==> config.mk <==
export PLATFORM = sky130hd
export DESIGN_NAME = vx_ifetch_rsp_queue_flat
export DESIGN_NICKNAME = d
export VERILOG_FILES = /design/src/rtl/vx_ifetch_rsp_queue_pkg.sv /design/src/rtl/vx_ifetch_rsp_queue_if.sv /design/src/rtl/vx_ifetch_rsp_queue_store.sv /design/src/rtl/vx_ifetch_rsp_queue.sv /design/src/flat_wrapper.sv
export SDC_FILE = /design/constraint.sdc
export NUM_CORES = 1
export LEC_CHECK = 0
export BUFFER_PORTS_ARGS = -buffer_cell sky130_fd_sc_hd__buf_4
export CAP_MARGIN = 20
export CORE_MARGIN = 10
export CORE_UTILIZATION = 25
export DETAILED_ROUTE_END_ITERATION = 12
export SETUP_SLACK_MARGIN = 0.1
export SLEW_MARGIN = 20
export SYNTH_ARGS = -nofsm -noshare
export SYNTH_HDL_FRONTEND = slang
export SYNTH_SLANG_ARGS = --single-unit
==> constraint.sdc <==
create_clock -name clk -period 3.9 [get_ports clk]
set_input_delay 0.195 -clock clk [delete_from_list [all_inputs] [get_ports clk]]
set_output_delay 0.195 -clock clk [all_outputs]
set_load 0.005 [all_outputs]
==> src/rtl/vx_ifetch_rsp_queue_pkg.sv <==
// Shared widths and the buffered instruction-fetch response record.
package VX_fetch_pkg;
  localparam int UUID_BITS   = 16;
  localparam int NUM_THREADS = 4;
  localparam int NW_BITS     = 3;

  typedef struct packed {
    logic [UUID_BITS-1:0]   uuid;
    logic [NUM_THREADS-1:0] tmask;
    logic [NW_BITS-1:0]     wid;
    logic [31:0]            PC;
    logic [31:0]            data;
  } ifetch_rsp_entry_t;
endpackage

==> src/rtl/vx_ifetch_rsp_queue_if.sv <==
// Instruction-fetch response channel: valid/ready handshake plus payload.
interface VX_ifetch_rsp_if;
  import VX_fetch_pkg::*;

  logic                   valid;
  logic [UUID_BITS-1:0]   uuid;
  logic [NUM_THREADS-1:0] tmask;
  logic [NW_BITS-1:0]     wid;
  logic [31:0]            PC;
  logic [31:0]            data;
  logic                   ready;

  modport master (output valid, uuid, tmask, wid, PC, data, input ready);
  modport slave  (input valid, uuid, tmask, wid, PC, data, output ready);
endinterface

==> src/rtl/vx_ifetch_rsp_queue_store.sv <==
// Entry storage with combinational head read and per-slot kill bits set by warp id.
module VX_ifetch_rsp_store
  import VX_fetch_pkg::*;
#(
  parameter int DEPTH = 4,
  localparam int PTR_W = $clog2(DEPTH)
) (
  input  logic              clk,
  input  logic              reset,
  input  logic              wr_en,
  input  logic [PTR_W-1:0]  wr_idx,
  input  ifetch_rsp_entry_t wr_data,
  input  logic [PTR_W-1:0]  rd_idx,
  output ifetch_rsp_entry_t rd_data,
  output logic              rd_kill,
  input  logic              kill_en,
  input  logic [NW_BITS-1:0] kill_wid,
  input  logic [DEPTH-1:0]  kill_mask
);
  ifetch_rsp_entry_t mem_q [DEPTH];
  logic [DEPTH-1:0]  kill_q;
  logic [DEPTH-1:0]  kill_d;

  // Payload is intentionally left unreset; only the kill bits carry state meaning.
  always_ff @(posedge clk) begin
    if (wr_en) mem_q[wr_idx] <= wr_data;
  end

  for (genvar gi = 0; gi < DEPTH; gi++) begin : g_kill
    // A fresh write always lands live, overriding any flush aimed at the old occupant.
    assign kill_d[gi] = !(wr_en && (wr_idx == PTR_W'(gi))) &&
                        (kill_q[gi] || (kill_en && kill_mask[gi] && (mem_q[gi].wid == kill_wid)));
  end

  always_ff @(posedge clk) begin
    if (reset) kill_q <= '0;
    else       kill_q <= kill_d;
  end

  assign rd_data = mem_q[rd_idx];
  assign rd_kill = kill_q[rd_idx];
endmodule

==> src/rtl/vx_ifetch_rsp_queue.sv <==
// In-order response queue between icache and decode with per-warp flush of buffered entries.
module vx_ifetch_rsp_queue
  import VX_fetch_pkg::*;
#(
  parameter int DEPTH = 4,
  localparam int PTR_W = $clog2(DEPTH),
  localparam int CNT_W = PTR_W + 1
) (
  input  logic               clk,
  input  logic               reset,
  VX_ifetch_rsp_if.slave     ifetch_rsp_in,
  VX_ifetch_rsp_if.master    ifetch_rsp_out,
  input  logic               flush_valid,
  input  logic [NW_BITS-1:0] flush_wid,
  output logic [CNT_W-1:0]   count
);
  logic [PTR_W-1:0]  rd_ptr_q, rd_ptr_d;
  logic [PTR_W-1:0]  wr_ptr_q, wr_ptr_d;
  logic [CNT_W-1:0]  count_q, count_d;
  ifetch_rsp_entry_t wr_entry, head_entry;
  logic              head_kill, not_empty, in_hs, push_wr, pop, drop, retire;
  logic [DEPTH-1:0]  occ_mask;

  assign not_empty           = (count_q != '0);
  assign ifetch_rsp_in.ready = !reset && (count_q < CNT_W'(DEPTH));
  assign in_hs               = ifetch_rsp_in.valid && ifetch_rsp_in.ready;
  // A response whose warp is being flushed this cycle is swallowed, never stored.
  assign push_wr             = in_hs && !(flush_valid && (flush_wid == ifetch_rsp_in.wid));

  assign ifetch_rsp_out.valid = !reset && not_empty && !head_kill;
  assign pop                  = ifetch_rsp_out.valid && ifetch_rsp_out.ready;
  assign drop                 = not_empty && head_kill;
  assign retire               = pop || drop;

  assign wr_entry = '{uuid:  ifetch_rsp_in.uuid,  tmask: ifetch_rsp_in.tmask,
                      wid:   ifetch_rsp_in.wid,   PC:    ifetch_rsp_in.PC,
                      data:  ifetch_rsp_in.data};

  assign ifetch_rsp_out.uuid  = head_entry.uuid;
  assign ifetch_rsp_out.tmask = head_entry.tmask;
  assign ifetch_rsp_out.wid   = head_entry.wid;
  assign ifetch_rsp_out.PC    = head_entry.PC;
  assign ifetch_rsp_out.data  = head_entry.data;

  for (genvar gi = 0; gi < DEPTH; gi++) begin : g_occ
    logic [PTR_W-1:0] offset;
    assign offset       = PTR_W'(gi) - rd_ptr_q;
    assign occ_mask[gi] = ({1'b0, offset} < count_q);
  end

  VX_ifetch_rsp_store #(.DEPTH(DEPTH)) u_store (
    .clk       (clk),
    .reset     (reset),
    .wr_en     (push_wr),
    .wr_idx    (wr_ptr_q),
    .wr_data   (wr_entry),
    .rd_idx    (rd_ptr_q),
    .rd_data   (head_entry),
    .rd_kill   (head_kill),
    .kill_en   (flush_valid),
    .kill_wid  (flush_wid),
    .kill_mask (occ_mask)
  );

  always_comb begin
    rd_ptr_d = rd_ptr_q;
    wr_ptr_d = wr_ptr_q;
    count_d  = count_q;
    if (retire)  rd_ptr_d = rd_ptr_q + PTR_W'(1);
    if (push_wr) wr_ptr_d = wr_ptr_q + PTR_W'(1);
    case ({push_wr, retire})
      2'b10:   count_d = count_q + CNT_W'(1);
      2'b01:   count_d = count_q - CNT_W'(1);
      default: count_d = count_q;
    endcase
  end

  always_ff @(posedge clk) begin
    if (reset) begin
      rd_ptr_q <= '0;
      wr_ptr_q <= '0;
      count_q  <= '0;
    end else begin
      rd_ptr_q <= rd_ptr_d;
      wr_ptr_q <= wr_ptr_d;
      count_q  <= count_d;
    end
  end

  assign count = count_q;
endmodule

==> src/flat_wrapper.sv <==
// flat-port wrapper written by rule: the top's interface ports become plain ports
module vx_ifetch_rsp_queue_flat import VX_fetch_pkg::*;
#(
  parameter int DEPTH = 4,
  localparam int PTR_W = $clog2(DEPTH),
  localparam int CNT_W = PTR_W + 1
)
  (clk, reset, flush_valid, flush_wid, count, ifetch_rsp_in_valid, ifetch_rsp_in_uuid, ifetch_rsp_in_tmask, ifetch_rsp_in_wid, ifetch_rsp_in_PC, ifetch_rsp_in_data, ifetch_rsp_in_ready, ifetch_rsp_out_valid, ifetch_rsp_out_uuid, ifetch_rsp_out_tmask, ifetch_rsp_out_wid, ifetch_rsp_out_PC, ifetch_rsp_out_data, ifetch_rsp_out_ready);
  VX_ifetch_rsp_if ifetch_rsp_in_i ();
  VX_ifetch_rsp_if ifetch_rsp_out_i ();
  input  logic clk;
  input  logic reset;
  input  logic flush_valid;
  input  logic [NW_BITS-1:0] flush_wid;
  output logic [CNT_W-1:0] count;
  input wire logic [$bits(ifetch_rsp_in_i.valid)-1:0] ifetch_rsp_in_valid;
  input wire logic [$bits(ifetch_rsp_in_i.uuid)-1:0] ifetch_rsp_in_uuid;
  input wire logic [$bits(ifetch_rsp_in_i.tmask)-1:0] ifetch_rsp_in_tmask;
  input wire logic [$bits(ifetch_rsp_in_i.wid)-1:0] ifetch_rsp_in_wid;
  input wire logic [$bits(ifetch_rsp_in_i.PC)-1:0] ifetch_rsp_in_PC;
  input wire logic [$bits(ifetch_rsp_in_i.data)-1:0] ifetch_rsp_in_data;
  output wire logic [$bits(ifetch_rsp_in_i.ready)-1:0] ifetch_rsp_in_ready;
  output wire logic [$bits(ifetch_rsp_out_i.valid)-1:0] ifetch_rsp_out_valid;
  output wire logic [$bits(ifetch_rsp_out_i.uuid)-1:0] ifetch_rsp_out_uuid;
  output wire logic [$bits(ifetch_rsp_out_i.tmask)-1:0] ifetch_rsp_out_tmask;
  output wire logic [$bits(ifetch_rsp_out_i.wid)-1:0] ifetch_rsp_out_wid;
  output wire logic [$bits(ifetch_rsp_out_i.PC)-1:0] ifetch_rsp_out_PC;
  output wire logic [$bits(ifetch_rsp_out_i.data)-1:0] ifetch_rsp_out_data;
  input wire logic [$bits(ifetch_rsp_out_i.ready)-1:0] ifetch_rsp_out_ready;
  assign ifetch_rsp_in_i.valid = ifetch_rsp_in_valid;
  assign ifetch_rsp_in_i.uuid = ifetch_rsp_in_uuid;
  assign ifetch_rsp_in_i.tmask = ifetch_rsp_in_tmask;
  assign ifetch_rsp_in_i.wid = ifetch_rsp_in_wid;
  assign ifetch_rsp_in_i.PC = ifetch_rsp_in_PC;
  assign ifetch_rsp_in_i.data = ifetch_rsp_in_data;
  assign ifetch_rsp_in_ready = ifetch_rsp_in_i.ready;
  assign ifetch_rsp_out_valid = ifetch_rsp_out_i.valid;
  assign ifetch_rsp_out_uuid = ifetch_rsp_out_i.uuid;
  assign ifetch_rsp_out_tmask = ifetch_rsp_out_i.tmask;
  assign ifetch_rsp_out_wid = ifetch_rsp_out_i.wid;
  assign ifetch_rsp_out_PC = ifetch_rsp_out_i.PC;
  assign ifetch_rsp_out_data = ifetch_rsp_out_i.data;
  assign ifetch_rsp_out_i.ready = ifetch_rsp_out_ready;
  vx_ifetch_rsp_queue #(.DEPTH(DEPTH)) u_core (.clk(clk), .reset(reset), .ifetch_rsp_in(ifetch_rsp_in_i), .ifetch_rsp_out(ifetch_rsp_out_i), .flush_valid(flush_valid), .flush_wid(flush_wid), .count(count));
endmodule
# ---- Yosys cells after proc, flatten, opt, wreduce, memory -nomap -nowiden
# Memory sizes are Yosys's and may differ from the RTL's. A register that Yosys moved wholly into a read port is not among the register bits.
# Index checks and enable logic that the tools add are counted.
dict set report word_totals {
  regBits 11
  ram_bits 348
  input_bits 95
  out_inout_bits 92
  mem_count 1
}
dict set report classes {
  add_sub_neg 8
  n_lt_le_gt_ge 6
  n_eq_ne 10
  n_mux 7
  n_reduce_logical 39
}
# memory words width read_ports rd_clocked_by_memory_dff write_ports line_no
set memory_table {}
lappend memory_table {u_core.u_store.mem_q 4 87 5 1 1 vx_ifetch_rsp_queue_store.sv:20} ;# ifetch_rsp_entry_t mem_q [DEPTH];
# op n
set op_table {}
lappend op_table {{1-bit logical AND} 24}
lappend op_table {{3-bit == test} 5}
lappend op_table {{2-bit by 3-bit less-than comparator with 1-bit output} 4}
lappend op_table {{1-bit zero test} 7}
lappend op_table {{2-bit == test (second input constant)} 3}
lappend op_table {{3-bit case mux with 2 select lines} 1}
lappend op_table {{1-bit logical OR} 5}
lappend op_table {{2-bit by 1-bit adder with 2-bit output (second input constant)} 2}
lappend op_table {{2-bit by 1-bit == test with 1-bit output (second input constant)} 2}
lappend op_table {{2-bit two-way mux} 2}
lappend op_table {{1-bit by 2-bit subtractor with 2-bit output (first input constant)} 2}
lappend op_table {{2-bit subtractor (first input constant)} 2}
lappend op_table {{3-bit by 1-bit adder with 3-bit output (second input constant)} 1}
lappend op_table {{2-bit by 3-bit less-than comparator with 1-bit output (second input constant)} 1}
lappend op_table {{3-bit less-than comparator (second input constant)} 1}
lappend op_table {{1-bit two-way mux} 3}
lappend op_table {{3-bit nonzero test} 1}
lappend op_table {{3-bit by 1-bit subtractor with 3-bit output (second input constant)} 1}
lappend op_table {{1-bit binary-select mux with 2-bit select} 1}
lappend op_table {{2-bit zero test} 1}
lappend op_table {{2-bit nonzero test} 1}

# ---- Depth between registers and ports, before layout
dict set report depth {
  word_depth 8
  ltp_mapped 10
  mapped_depth_nobuf 9
}

# ---- Cells and area by module
# From an unflattened synthesis, not the netlist that was laid out.
dict set report hier_totals {
  cells_unflattened 554
  hier_area_um2 13406.6
}
# module n_inst cells_per_inst area_per_inst_um2 seq_area_each_um2
set by_module_without_submodules {}
lappend by_module_without_submodules {VX_ifetch_rsp_store 1 492 12877.4 10530.1}
lappend by_module_without_submodules {vx_ifetch_rsp_queue 1 62 529.3 140.1}

# ---- Worst setup path after synthesis
# No wires, ideal clock.
dict set report synth_timing {
  path_type {flip-flop to flip-flop}
  from {register u_core.count_q[2] (netlist: u_core.count[2])}
  to {memory u_core.u_store.mem_q[2][0] in the netlist's numbering (enable)}
  setup_ns 0.457
  arrival_time_ns 3.200
  setup_slack_ns 0.243
  path_stages_with_launch 5
  period_less_slack_ns 3.657
  cell_sequence {dfxtp_1 -> buf_2 -> or3b_4 -> a41oi_4 -> and2_1}
}
dict set report synth_between {
  elab_chain_cells 6
}
# item line_no
set synth_lines {}
lappend synth_lines {{start: declaration} vx_ifetch_rsp_queue.sv:19} ;# logic [CNT_W-1:0] count_q, count_d;
lappend synth_lines {{start signal: assignment} vx_ifetch_rsp_queue.sv:86} ;# count_q <= count_d;
lappend synth_lines {{3-bit less-than comparator} vx_ifetch_rsp_queue.sv:25} ;# assign ifetch_rsp_in.ready = !reset && (count_q < CNT_W'(DEPTH));
lappend synth_lines {{1-bit logical AND} vx_ifetch_rsp_queue.sv:25}
lappend synth_lines {{1-bit logical AND} vx_ifetch_rsp_queue.sv:26} ;# assign in_hs = ifetch_rsp_in.valid && ifetch_rsp_in.ready;
lappend synth_lines {{1-bit logical AND} vx_ifetch_rsp_queue.sv:28} ;# assign push_wr = in_hs && !(flush_valid && (flush_wid == ifetch_rsp_in.wid));
lappend synth_lines {{1-bit two-way mux} vx_ifetch_rsp_queue_store.sv:26} ;# if (wr_en) mem_q[wr_idx] <= wr_data;
lappend synth_lines {{1-bit two-way mux (implied by the code)} vx_ifetch_rsp_queue_store.sv:26}
lappend synth_lines {{end: declaration} vx_ifetch_rsp_queue_store.sv:20}
# Every way passes these cells.

# ---- Worst setup path after layout
dict set report layout_timing {
  from {register u_core.count_q[2] (netlist: u_core.count[2])}
  to {memory u_core.u_store.mem_q[2][54] in the netlist's numbering (enable)}
}
# The elaborated chain is that of the path after synthesis.

==> impl_metrics.py <==
metrics = {
    "sta": {
        "post-route-min-period_ns": 2.62,
        "skew_ns": 0.0214,
        "timing.hold.ws_ns": 0.0616,
        "slew_headroom": 0.458,
        "hold_violations": 0,
        "setup_violations": 0,
        "timing.final.crit_share": 0.672,
        "max_freq_ghz": 0.382,
        "timing.final.max_slew_violations": 0,
        "setup_tns_ns": 0,
        "worstMarginPinSlew_ns": 0.814,
        "rsz0062_at_grt": "false",
    },
    "grt": {
        "met1_usage": 0.113,
        "grt_pass1_wl_um": 45600,
        "grt_antenna_before_repair": 3,
        "grtUsageMet2": 0.162,
        "grt_pass1_vias": 7342,
        "grt_busiest_layer": "met2",
        "grt-ovfl-total": 0,
        "gr-usage-all-layers": 0.0949,
        "grt_max_degree": 88,
        "use_met3": 0.0266,
    },
    "cells_and_area": {
        "nets": 974,
        "area_delta_synth_final_pct": 33.1,
        "nFillCells": 5115,
        "drive_gt1_frac": 0.393,
    },
    "synth": {
        "syn_nets": 672,
        "synth-seq-cells": 361,
        "yosys_warnings": 0,
        "ys_seq_area_frac": 0.794,
        "ys_async_sr_fraction": 0,
        "synthCells": 567,
        "ys_types": 35,
        "netlist_area_um2": 13500,
        "synth_edf_count": 348,
        "synth_ff_type": "edfxtp_1",
        "avgSynthCellArea_um2": 23.8,
    },
    "min_path": {
        "hp-class": "input pin to flop",
    },
    "route": {
        "vias": 6729,
        "drtIter0Drc": 454,
        "drc": 0,
        "viasPerCell": 4.22,
        "drt-total-wl_um": 30400,
        "wl_per_cell_um": 19.1,
        "drtPass1Iterations": 6,
        "ant_nets": 0,
    },
    "cts": {
        "cts_resized": 0,
        "postCtsHoldBufs": 89,
        "cts_tree": "done",
        "clk_pin_slew_ns": 0.06,
        "cts_sinks": 361,
        "max-clock-path-buffers": 3,
        "htreeDepth": 2,
        "cts_buffers": 41,
        "post-cts-setup-buffers": 0,
        "cts_root_buffer": "clkbuf_16",
        "insertion_delay_ns": 0.55,
    },
    "placement": {
        "io_buffers": 186,
        "dp_hpwl_um": 18700,
        "gp_congestion": 0.695,
    },
    "power_and_ir_drop": {
        "pwr-share-clk": 0.411,
        "power_density_nw_per_um2": 502,
        "p_sw_mw": 1.93,
        "combPwrFrac": 0.098,
        "p_seq_frac": 0.491,
        "p_int_mw": 7.09,
        "total_power_mw": 9.01,
        "power.share.switching": 0.214,
        "leakagePower_nw": 5.92,
        "ir_drop_v": 0.000250,
    },
    "worst_setup_path": {
        "cp_slowest_cell": "buf_4",
        "max_stage_delay_ns": 0.60,
        "crit_fanout": 39,
        "worstPathArrival_ns": 2.78,
        "worstPathCellList": "or3b_4, a41oi_4, and2_4, buf_4",
        "worstSetupStartpointType": "flop",
        "crit_type": "flop to flop",
        "path_buf_inv": 1,
        "crit_required_ns": 4.06,
        "cp_top_family": "simple AND/OR/NAND/NOR gates",
        "critPathCaptureType": "flop",
    },
    "floorplan": {
        "die_x_um": 252,
        "start_util": 0.252,
        "fp.coreArea_um2": 53600,
        "io_pins": 187,
        "rows": 85,
        "die_h_um": 252,
        "die-area_um2": 63600,
    },
    "run_status": {
        "status": "finished clean",
    },
    "job": {
        "cap_viol_max_count": 0,
    },
}
-- cells in the mapped netlist, types with 3 or more instances --
master	n	area, µm²
inv_1	9	33.8
nor2_1	9	33.8
and2_1	3	18.8
a41oi_1	3	26.3
a21oi_1	8	40.0
buf_2	15	75.1
dfxtp_1	13	260
a211oi_1	3	22.5
mux4_2	87	1960
xnor2_1	12	105
nor3_1	4	20.0
edfxtp_1	348	10500
nand2_1	4	15.0
xor2_1	7	61.3
clkbuf_1	7	26.3
ha_1	9	113
-- final cells by class --
class / count / area (µm²) / area share
Inverter: 9 / 33.8 / 0.00188
Multi-Input combinational cell: 170 / 2620 / 0.146
Sequential cell: 361 / 10700 / 0.597
Clock inverter: 21 / 191 / 0.0107
Tap cell: 696 / 871 / 0.0485
Clock buffer: 51 / 1110 / 0.0616
Timing Repair Buffer: 286 / 2420 / 0.135
Antenna cell: 1 / 2.50 / 0.000139
-- per-stage QoR --
step | area [µm²] | std cells | setup slack, ns | utilization
5_1_grt | 18000 | 1594 | 1.13 | 0.335
2_1_floorplan | 13500 | 567 | 0.243 | -
3_5_place_dp | 15800 | 1433 | 1.24 | 0.294
3_3_place_gp | 15800 | 1433 | 1.28 | 0.294
6_report | 18000 | 1595 | 1.28 | 0.335
4_1_cts | 18000 | 1594 | 1.19 | 0.335
-- registers in the layout, indices dropped and copies added, names as in the netlist, named ones only --
| signal | flops |
|---|---|
| u_core.u_store.mem_q | 348 |
| u_core.u_store.kill_q | 4 |
| u_core.count | 3 |
| u_core.rd_ptr_q | 2 |
| u_core.wr_ptr_q | 2 |
-- logic make-up after synthesis --
logic type | synth area share
DFF | 0.794
muxes | 0.147
buffers and inverters | 0.0125
and+or+nand+nor | 0.0117
AOI/OAI and AO/OA | 0.0129
xor gates and xnor gates | 0.0123
adders and majority gates | 0.00983
-- path summary, 6_finish.rpt --
kind | startpoint | slack [ns] | endpoint | cells after the start
worst max-delay path | u_core.count[2] | 1.28 | u_core.u_store.mem_q[2][54] | 4
worst min register to register | u_core.u_store.kill_q[3] | 0.46 | u_core.u_store.kill_q[3] | 2
worst min-delay path | flush_wid[1] | 0.06 | u_core.u_store.kill_q[3] | 4
worst max register to register | u_core.count[2] | 1.28 | u_core.u_store.mem_q[2][54] | 4
-- power by group through the flow --
stage / clock [mW] / combinational, mW / sequential, mW
6_report: 3.70 / 0.884 / 4.43
5_1_grt: 3.99 / 0.969 / 4.44
4_1_cts: 3.82 / 0.919 / 4.43
3_5_place_dp: 0 / 0.839 / 4.51
3_3_place_gp: 0 / 0.836 / 4.51
2_1_floorplan: 0 / 0.406 / 4.50
-- routing by layer --
| metal | routed length, µm | up-vias |
|---|---|---|
| met5 | 27 | - |
| met4 | 701 | 4 |
| met3 | 1770 | 55 |
| met2 | 15400 | 161 |
| met1 | 12500 | 3519 |
| li1 | - | 2990 |
-- placed cells by master, fill, tap and decap left out, drive strengths merged, types with 7 or more instances in the layout --
| cell type | Yosys | final |
|---|---|---|
| buf | 20 | 197 |
| clkbuf | 7 | 51 |
| a21oi | 8 | 8 |
| edfxtp | 348 | 348 |
| dfxtp | 13 | 13 |
| mux4 | 87 | 87 |
| nor2 | 9 | 9 |
| xor2 | 7 | 7 |
| ha | 9 | 9 |
| clkinv | 0 | 14 |
| dlygate4sd3 | 0 | 89 |
| xnor2 | 12 | 12 |
| inv | 9 | 13 |
-- worst register-to-register path: cells and delay by family (launching register included) --
family          cells  cell delay, ns
compound gates      1            0.32
buf+inv             1            0.62
flops               1            0.41
simple gates        2            0.83
Note: power is estimated with default switching activity, not from simulation.
